$ cat config.mk
export PLATFORM = sky130hd
export DESIGN_NAME = stopwatch_ctrl
export DESIGN_NICKNAME = d
export VERILOG_FILES = /design/src/rtl/stopwatch_ctrl.sv
export SDC_FILE = /design/constraint.sdc
export NUM_CORES = 1
export LEC_CHECK = 0
export CAP_MARGIN = 20
export CORE_ASPECT_RATIO = 0.9
export CORE_MARGIN = 2
export CORE_UTILIZATION = 63
export CTS_CLUSTER_SIZE = 14
export DETAILED_ROUTE_END_ITERATION = 7
export PLACE_DENSITY = 0.85
export RECOVER_POWER = 100
export SLEW_MARGIN = 20
export SYNTH_ARGS = -nofsm -noshare
export SYNTH_HDL_FRONTEND = slang
export SYNTH_SLANG_ARGS = --single-unit
export TNS_END_PERCENT = 20
$ cat constraint.sdc
create_clock -name clk_i -period 5.08 [get_ports clk_i]
set_input_delay 0.508 -clock clk_i [delete_from_list [all_inputs] [get_ports clk_i]]
set_output_delay 0.508 -clock clk_i [all_outputs]
set_load 0.02 [all_outputs]
$ cat src/rtl/stopwatch_ctrl.sv
// Stopwatch controller: IDLE/RUN/PAUSE command FSM, tick prescaler,
// 4-digit BCD cascade with sticky wrap flag, and lap-hold display latch.
module stopwatch_ctrl #(
  parameter int TICK_DIV = 100000
) (
  input  logic        clk_i,
  input  logic        rst_i,
  input  logic        start_i,
  input  logic        stop_i,
  input  logic        clear_i,
  input  logic        lap_i,
  output logic [15:0] cnt_o,
  output logic [1:0]  state_o,
  output logic        hold_o,
  output logic        ovf_o
);

  localparam int PW = (TICK_DIV > 2) ? $clog2(TICK_DIV) : 1;
  localparam logic [PW-1:0] PRE_MAX = PW'(TICK_DIV - 1);

  typedef enum logic [1:0] {
    ST_IDLE  = 2'b00,
    ST_RUN   = 2'b01,
    ST_PAUSE = 2'b10
  } state_t;

  state_t        r_state;
  logic [PW-1:0] r_pre;
  logic [15:0]   r_digits;
  logic [15:0]   r_latch;
  logic [15:0]   r_cnt;
  logic          r_hold;
  logic          r_ovf;

  state_t        w_state_nxt;
  logic [PW-1:0] w_pre_nxt;
  logic [15:0]   w_digits_nxt;
  logic [15:0]   w_latch_nxt;
  logic [15:0]   w_inc;
  logic          w_hold_nxt;
  logic          w_ovf_nxt;
  logic          w_tick;
  logic          w_wrap;

  assign w_tick = (r_state == ST_RUN) && (r_pre == PRE_MAX);

  // Ripple the tick through all four digits within one cycle; the final
  // carry out of the thousands digit marks the 9999 -> 0000 wrap.
  always_comb begin
    logic c;
    c     = w_tick;
    w_inc = r_digits;
    for (int i = 0; i < 4; i++) begin
      if (c) begin
        if (r_digits[4*i +: 4] >= 4'd9) begin
          w_inc[4*i +: 4] = 4'd0;
        end else begin
          w_inc[4*i +: 4] = r_digits[4*i +: 4] + 4'd1;
          c = 1'b0;
        end
      end
    end
    w_wrap = c;
  end

  always_comb begin
    w_state_nxt  = r_state;
    w_pre_nxt    = r_pre;
    w_digits_nxt = r_digits;
    w_latch_nxt  = r_latch;
    w_hold_nxt   = r_hold;
    w_ovf_nxt    = r_ovf;
    if (clear_i) begin
      w_state_nxt  = ST_IDLE;
      w_pre_nxt    = '0;
      w_digits_nxt = '0;
      w_hold_nxt   = 1'b0;
      w_ovf_nxt    = 1'b0;
    end else begin
      case (r_state)
        ST_IDLE: begin
          if (start_i) w_state_nxt = ST_RUN;
        end
        ST_RUN: begin
          w_pre_nxt    = w_tick ? '0 : r_pre + 1'b1;
          w_digits_nxt = w_inc;
          if (w_wrap) w_ovf_nxt = 1'b1;
          if (stop_i) w_state_nxt = ST_PAUSE;
          // Capture the pre-increment value on the hold-engaging toggle.
          if (lap_i) begin
            w_hold_nxt = ~r_hold;
            if (!r_hold) w_latch_nxt = r_digits;
          end
        end
        ST_PAUSE: begin
          if (start_i && !stop_i) w_state_nxt = ST_RUN;
          if (lap_i) w_hold_nxt = 1'b0;
        end
        default: begin
          w_state_nxt = ST_IDLE;
        end
      endcase
    end
  end

  always_ff @(posedge clk_i or posedge rst_i) begin
    if (rst_i) begin
      r_state  <= ST_IDLE;
      r_pre    <= '0;
      r_digits <= '0;
      r_latch  <= '0;
      r_cnt    <= '0;
      r_hold   <= 1'b0;
      r_ovf    <= 1'b0;
    end else begin
      r_state  <= w_state_nxt;
      r_pre    <= w_pre_nxt;
      r_digits <= w_digits_nxt;
      r_latch  <= w_latch_nxt;
      r_cnt    <= w_hold_nxt ? w_latch_nxt : w_digits_nxt;
      r_hold   <= w_hold_nxt;
      r_ovf    <= w_ovf_nxt;
    end
  end

  assign cnt_o   = r_cnt;
  assign state_o = r_state;
  assign hold_o  = r_hold;
  assign ovf_o   = r_ovf;

endmodule

Yosys cells after proc, flatten, opt, wreduce, memory -nomap -nowiden
Index checks and enable logic that the tools add are counted.
{"block": "totals", "register_bits": 69, "in_bits": 6, "out_inout_bits": 20, "elab_cells": 69}
{"block": "op_classes", "add_sub_neg": 5, "n_lt_le_gt_ge": 4, "n_eq_ne": 6, "mux": 38, "n_bitwise": 1, "reduce_logical": 8}
{"operator": "$mux W16", "n": 7}
{"operator": "$mux W17", "n": 3}
{"operator": "$mux W4", "n": 8}
{"operator": "$add A17 B1 Y17 const B", "n": 1}
{"operator": "$eq A17 B17 Y1 const B", "n": 1}
{"operator": "$add A4 B1 Y4 const B", "n": 4}
{"operator": "$ge A4 B4 Y1 const B", "n": 4}
{"operator": "$mux W1", "n": 14}
{"operator": "$ne A3 B3 Y1 const B", "n": 3}
{"operator": "$mux W2", "n": 4}
{"operator": "$pmux W2 S3", "n": 1}
{"operator": "$reduce_bool A2 Y1", "n": 2}
{"operator": "$reduce_and A3 Y1", "n": 1}
{"operator": "$eq A2 B1 Y1 const B", "n": 1}
{"operator": "$eq A2 B2 Y1 const B", "n": 1}
{"operator": "$logic_and A1 B1 Y1", "n": 2}
{"operator": "$logic_not A2 Y1", "n": 1}
{"operator": "$pmux W1 S2", "n": 1}
{"operator": "$reduce_and A2 Y1", "n": 1}
{"operator": "$logic_not A1 Y1", "n": 1}
{"operator": "$not A1 Y1", "n": 1}

Logic depth before layout (Yosys ltp)
{"block": "depth", "ltp_word": 9, "depth_mapped": 9, "ltp_nobuf": 8}

Worst setup path before layout
Ideal clock, no wire load.
{"block": "synth_timing", "path_type": "register to register", "startpoint": "register r_state[1], in the netlist state_o[1]", "endpoint": "register r_cnt[3], in the netlist cnt_o[3]", "setup_ns": 0.125, "arrival_time_ns": 2.321, "path_slack_ns": 2.635, "stages_incl_launch_ff": 9, "n_path_buf": 2, "synth_period_minus_slack_ns": 2.445, "path_cell_list": "dfrtp_1 -> inv_1 -> ha_1 -> nand2b_1 -> clkbuf_1 -> nor3_2 -> clkbuf_1 -> mux2_2 -> mux2_2"}
{"block": "synth_between", "elab_cells_between_ends": 11, "classes_between": "2 x eq/ne; 8 x mux; 1 x reduce/logical"}
{"element": "start: declaration", "line": "27", "source": "state_t r_state;"}
{"element": "start signal: assignment", "line": "116", "source": "r_state <= w_state_nxt;"}
{"element": "$eq A2 B1 Y1", "line": "80", "source": "case (r_state)"}
{"element": "$mux W16", "line": "80"}
{"element": "$mux W16", "line": "73", "source": "if (clear_i) begin"}
{"element": "net w_latch_nxt[3]", "line": "38", "source": "logic [15:0] w_latch_nxt;"}
{"element": "$mux W16", "line": "120", "source": "r_cnt <= w_hold_nxt ? w_latch_nxt : w_digits_nxt;"}
{"element": "end signal: assignment", "line": "120"}
{"element": "end: declaration", "line": "31", "source": "logic [15:0] r_cnt;"}
The timed path passes the listed nets, and every way through them passes these cells.
A chain may end at the register's enable or synchronous reset.

Final worst setup path
Same ends and word-level chain as after synthesis.

==> results.md <==
- Power Density: a little under 400 nW/um2
- Post-synthesis average cell area: 10.1 um2
- # port buffers: 25
- Most common cell after layout, fill and taps aside: dfrtp_1
- Fin. max-slew vios: 0
- Hold WC Path Type: reg -> reg
- Setup Buffers After CTS: 0
- Worst reg2reg startpoint: state_o[1]$_DFFE_PP0P_
- Period utilisation layout: just over 60%
- CP max FO: 16
- Num CTS Buffers: 9
- Final WL: roughly 7800 um
- Initial Util: around 67%
- Critical R2R Capture: cnt_o[3]$_DFF_PP0_
- Worst setup path class: reg -> reg
- Hold_buf cts: 0
- Syn nets: 376
- EDFF count, synth: 0
- # placed instances: roughly 430
- # IOs: 26
- Final core occ: 75.9%
- Placeable Area: about 5300 um2
- Setup-failing EPs final: 0
- Worst setup startpoint: state_o[1]$_DFFE_PP0P_
- Startpoint Class: flop
- RSZ-0062 raised after global routing: false
- Synthesized instance count: 352
- First-pass GRT wire length: about 13000 um
- Final HPWL DP: about 5200 um
- Overflow after GRT: 0
- Setup_tns: 0 ns
- Peak VDD IR: about 0.00031 V
- Critical path endpoint category: flop
- Hold Fails Final Rpt: 0
- LEAKAGE: 1.84 nW
- CTS Root Cell: clkbuf_8
- Area Growth Syn to Fin: 14.1%
- Pre-antenna DRT Iters: 5
- Most frequent CP cell: mux2_2
- Worst reg2reg setup slack: roughly 1.9 ns
- Non-filler cells, final: between 400 and 500
- Max incr delay on CP: 0.85 ns
- Max Freq: between 300 and 400 MHz
- Sw Ratio: 32.7%
- Floorplan row count: 25
- H-tree depth: 3
- Drt drc: 0
- Via count: approximately 2800
- Die width: between 80 and 90 um
- Distinct cells, synth: 51
- Share of layout cells above drive strength 1: under 10%
- Drt wl/cell: about 17 um
- Crit path cell chain: inv_1 > ha_1 > nand2b_1 > nor3_1 > clkbuf_1 > mux2_2 > mux2_2
- Int Power: 1.07 mW
- Iter 0 DRT Violations: around 320
- NetSw: around 0.52 mW
- Rel. slew slack: 18.9%
- Run status: completed
- FILL cells: about 340
- Worst-margin pin slew: 1.21 ns
- Sequential share of the synthesized area: between 40% and 50%
- Die height: 75.3 um
- Crit path time final: ~3.2 ns
- Crit path capture: cnt_o[3]$_DFF_PP0_
- Remaining antenna violation count: 0
- Comb pwr share: between 20% and 30%
- CP Data Required Time: approximately 5.3 ns
- Final Skew: 0.00461 ns
- Commonest non-fill, non-tap cells in the layout: dfrtp_1 (69), nor2_1 (37), nand2_1 (23), dlygate4sd3_1 (21), inv_1 (20)
- Post-CTS resize count: 0
- Post-Syn Area: between 3000 and 4000 um2
- Layout Nets: roughly 400
- GRT Overall Usage: 27.3%
- Slowest stage cell, crit path: clkbuf_1
- Vias in the first global route: between 2000 and 3000
- Ys Warns: 0
- Synth Flop Type: dfrtp_1
- Max Buffers Root-to-Sink: 2
- Ys async rst share: 100%
- Largest net degree at the start of global routing: 70
- Gpl congestion: between 0.8 and 0.9
- Via/cell ratio: 6.24
- Total of max-cap violations: 0
- TritonCTS clock tree: built
- Ant diodes: 0
- Clock power share: around a third
- Clock Latency Late Sink: roughly 0.35 ns
- FF+latch count, synth: 69
- Worst Reg-to-Reg Cells: 7
- Crit path DAT: 3.39 ns
- Sequential power share: about two fifths
- Initial antenna violation count: 0
- Clock sink count: 69
- Die ar.: about 6300 um2
- Clk slew on worst S/H paths: roughly 0.070 ns
[state kept, by name, summed over array words and instances, names as in the netlist]
register  cells
state_o       2
r_latch      16
ovf_o         1
cnt_o        16
r_digits     16
hold_o        1
r_pre        17
[metal layers]
| metal | global-route usage [%] | vias up | part of all wire, % |
|---|---|---|---|
| li1 | - | 1323 | - |
| met3 | 6.72 | 24 | 6.0 |
| met2 | 41.9 | 108 | 45 |
| met5 | 0 | - | 0 |
| met4 | 12.2 | 0 | 2.8 |
| met1 | 37.7 | 1354 | 46 |
[cell usage after synthesis, types with 2 or more instances]
| cell type | number | area, um2 |
|---|---|---|
| nand2b_1 | 4 | 25.0 |
| nor4_1 | 4 | 25.0 |
| and2_1 | 2 | 12.5 |
| nor2_1 | 37 | 139 |
| a211oi_1 | 11 | 82.6 |
| nor2b_1 | 2 | 12.5 |
| o211ai_1 | 2 | 15.0 |
| o31ai_2 | 2 | 25.0 |
| or4bb_1 | 2 | 22.5 |
| buf_2 | 2 | 10.0 |
| clkbuf_1 | 10 | 37.5 |
| o21a_1 | 2 | 15.0 |
| dfrtp_1 | 69 | 1730 |
| o41a_1 | 2 | 22.5 |
| ha_1 | 18 | 225 |
| nand3_1 | 13 | 65.1 |
| nand4_1 | 8 | 50.1 |
| o31ai_1 | 5 | 37.5 |
| or3_1 | 5 | 31.3 |
| nand2_1 | 23 | 86.3 |
| mux2_2 | 18 | 203 |
| a21oi_1 | 13 | 65.1 |
| or3b_2 | 3 | 26.3 |
| and3_1 | 3 | 18.8 |
| a31oi_1 | 6 | 37.5 |
| a21boi_0 | 2 | 15.0 |
| and4_1 | 2 | 17.5 |
| nor3_1 | 12 | 60.1 |
| mux2i_1 | 6 | 60.1 |
| o21ai_0 | 18 | 90.1 |
| a22o_1 | 5 | 43.8 |
| or2_2 | 2 | 12.5 |
| inv_1 | 21 | 78.8 |
[how the worst min path moves through the flow]
| stage | endpoint | cells after the start | start |
|---|---|---|---|
| floorplan | r_pre[16]$_DFFE_PP0P_ | 1 | r_pre[16]$_DFFE_PP0P_ |
| detailed placement | r_latch[14]$_DFF_PP0_ | 1 | r_latch[14]$_DFF_PP0_ |
| global route | r_latch[13]$_DFF_PP0_ | 1 | r_latch[13]$_DFF_PP0_ |
| global placement | r_latch[3]$_DFF_PP0_ | 1 | r_latch[3]$_DFF_PP0_ |
| finish | r_latch[13]$_DFF_PP0_ | 1 | r_latch[13]$_DFF_PP0_ |
| CTS | r_latch[14]$_DFF_PP0_ | 1 | r_latch[14]$_DFF_PP0_ |
[worst max-delay path, delay by kind of cell, from the launching register on]
family / cells / cell delay (ns)
and+or+nand+nor: 2 / 0.44
adders and majority gates: 1 / 0.49
DFF: 1 / 0.43
muxes: 2 / 0.71
buffers and inverters: 2 / 0.96
[power by group through the flow]
stage / sequential (mW) / clock (mW) / combinational (mW)
3_5_place_dp: 0.635 / 0 / 0.441
5_1_grt: 0.629 / 0.567 / 0.467
2_1_floorplan: 0.681 / 0 / 0.240
3_3_place_gp: 0.633 / 0 / 0.423
4_1_cts: 0.625 / 0.545 / 0.443
6_report: 0.622 / 0.541 / 0.425
[stage by stage]
step	hold WS (ns)	worst slack, ns	cell area [um2]	power [mW]
final	0.491	1.93	4060	1.59
after floorplan	0.466	2.63	3560	0.921
after global placement	0.479	2.29	3860	1.06
after global routing	0.509	1.74	4060	1.66
after detailed placement	0.484	2.17	3860	1.08
after CTS	0.501	2.32	4100	1.61
[layout make-up]
class / instances / area, um2 / share of cell area, %
Multi-Input combinational cell: 248 / 1660 / 40.9
Clock inverter: 6 / 111 / 2.74
Sequential cell: 69 / 1730 / 42.5
Tap cell: 67 / 83.8 / 2.06
Timing Repair Buffer: 29 / 273 / 6.72
Inverter: 21 / 78.8 / 1.94
Clock buffer: 10 / 128 / 3.14
[cells by family (layout without fill, tap and decap cells)]
| logic type | count (synthesis) | count (layout) | synth area share (%) |
|---|---|---|---|
| flops | 69 | 69 | 48.5 |
| simple gates | 132 | 132 | 19.7 |
| compound gates | 73 | 73 | 13.9 |
| mux | 24 | 24 | 7.38 |
| xor+xnor | 1 | 1 | 0.246 |
| buf+inv | 35 | 66 | 3.97 |
| fa+ha+maj | 18 | 18 | 6.32 |
No activity file was read; power rests on OpenSTA's default activity.
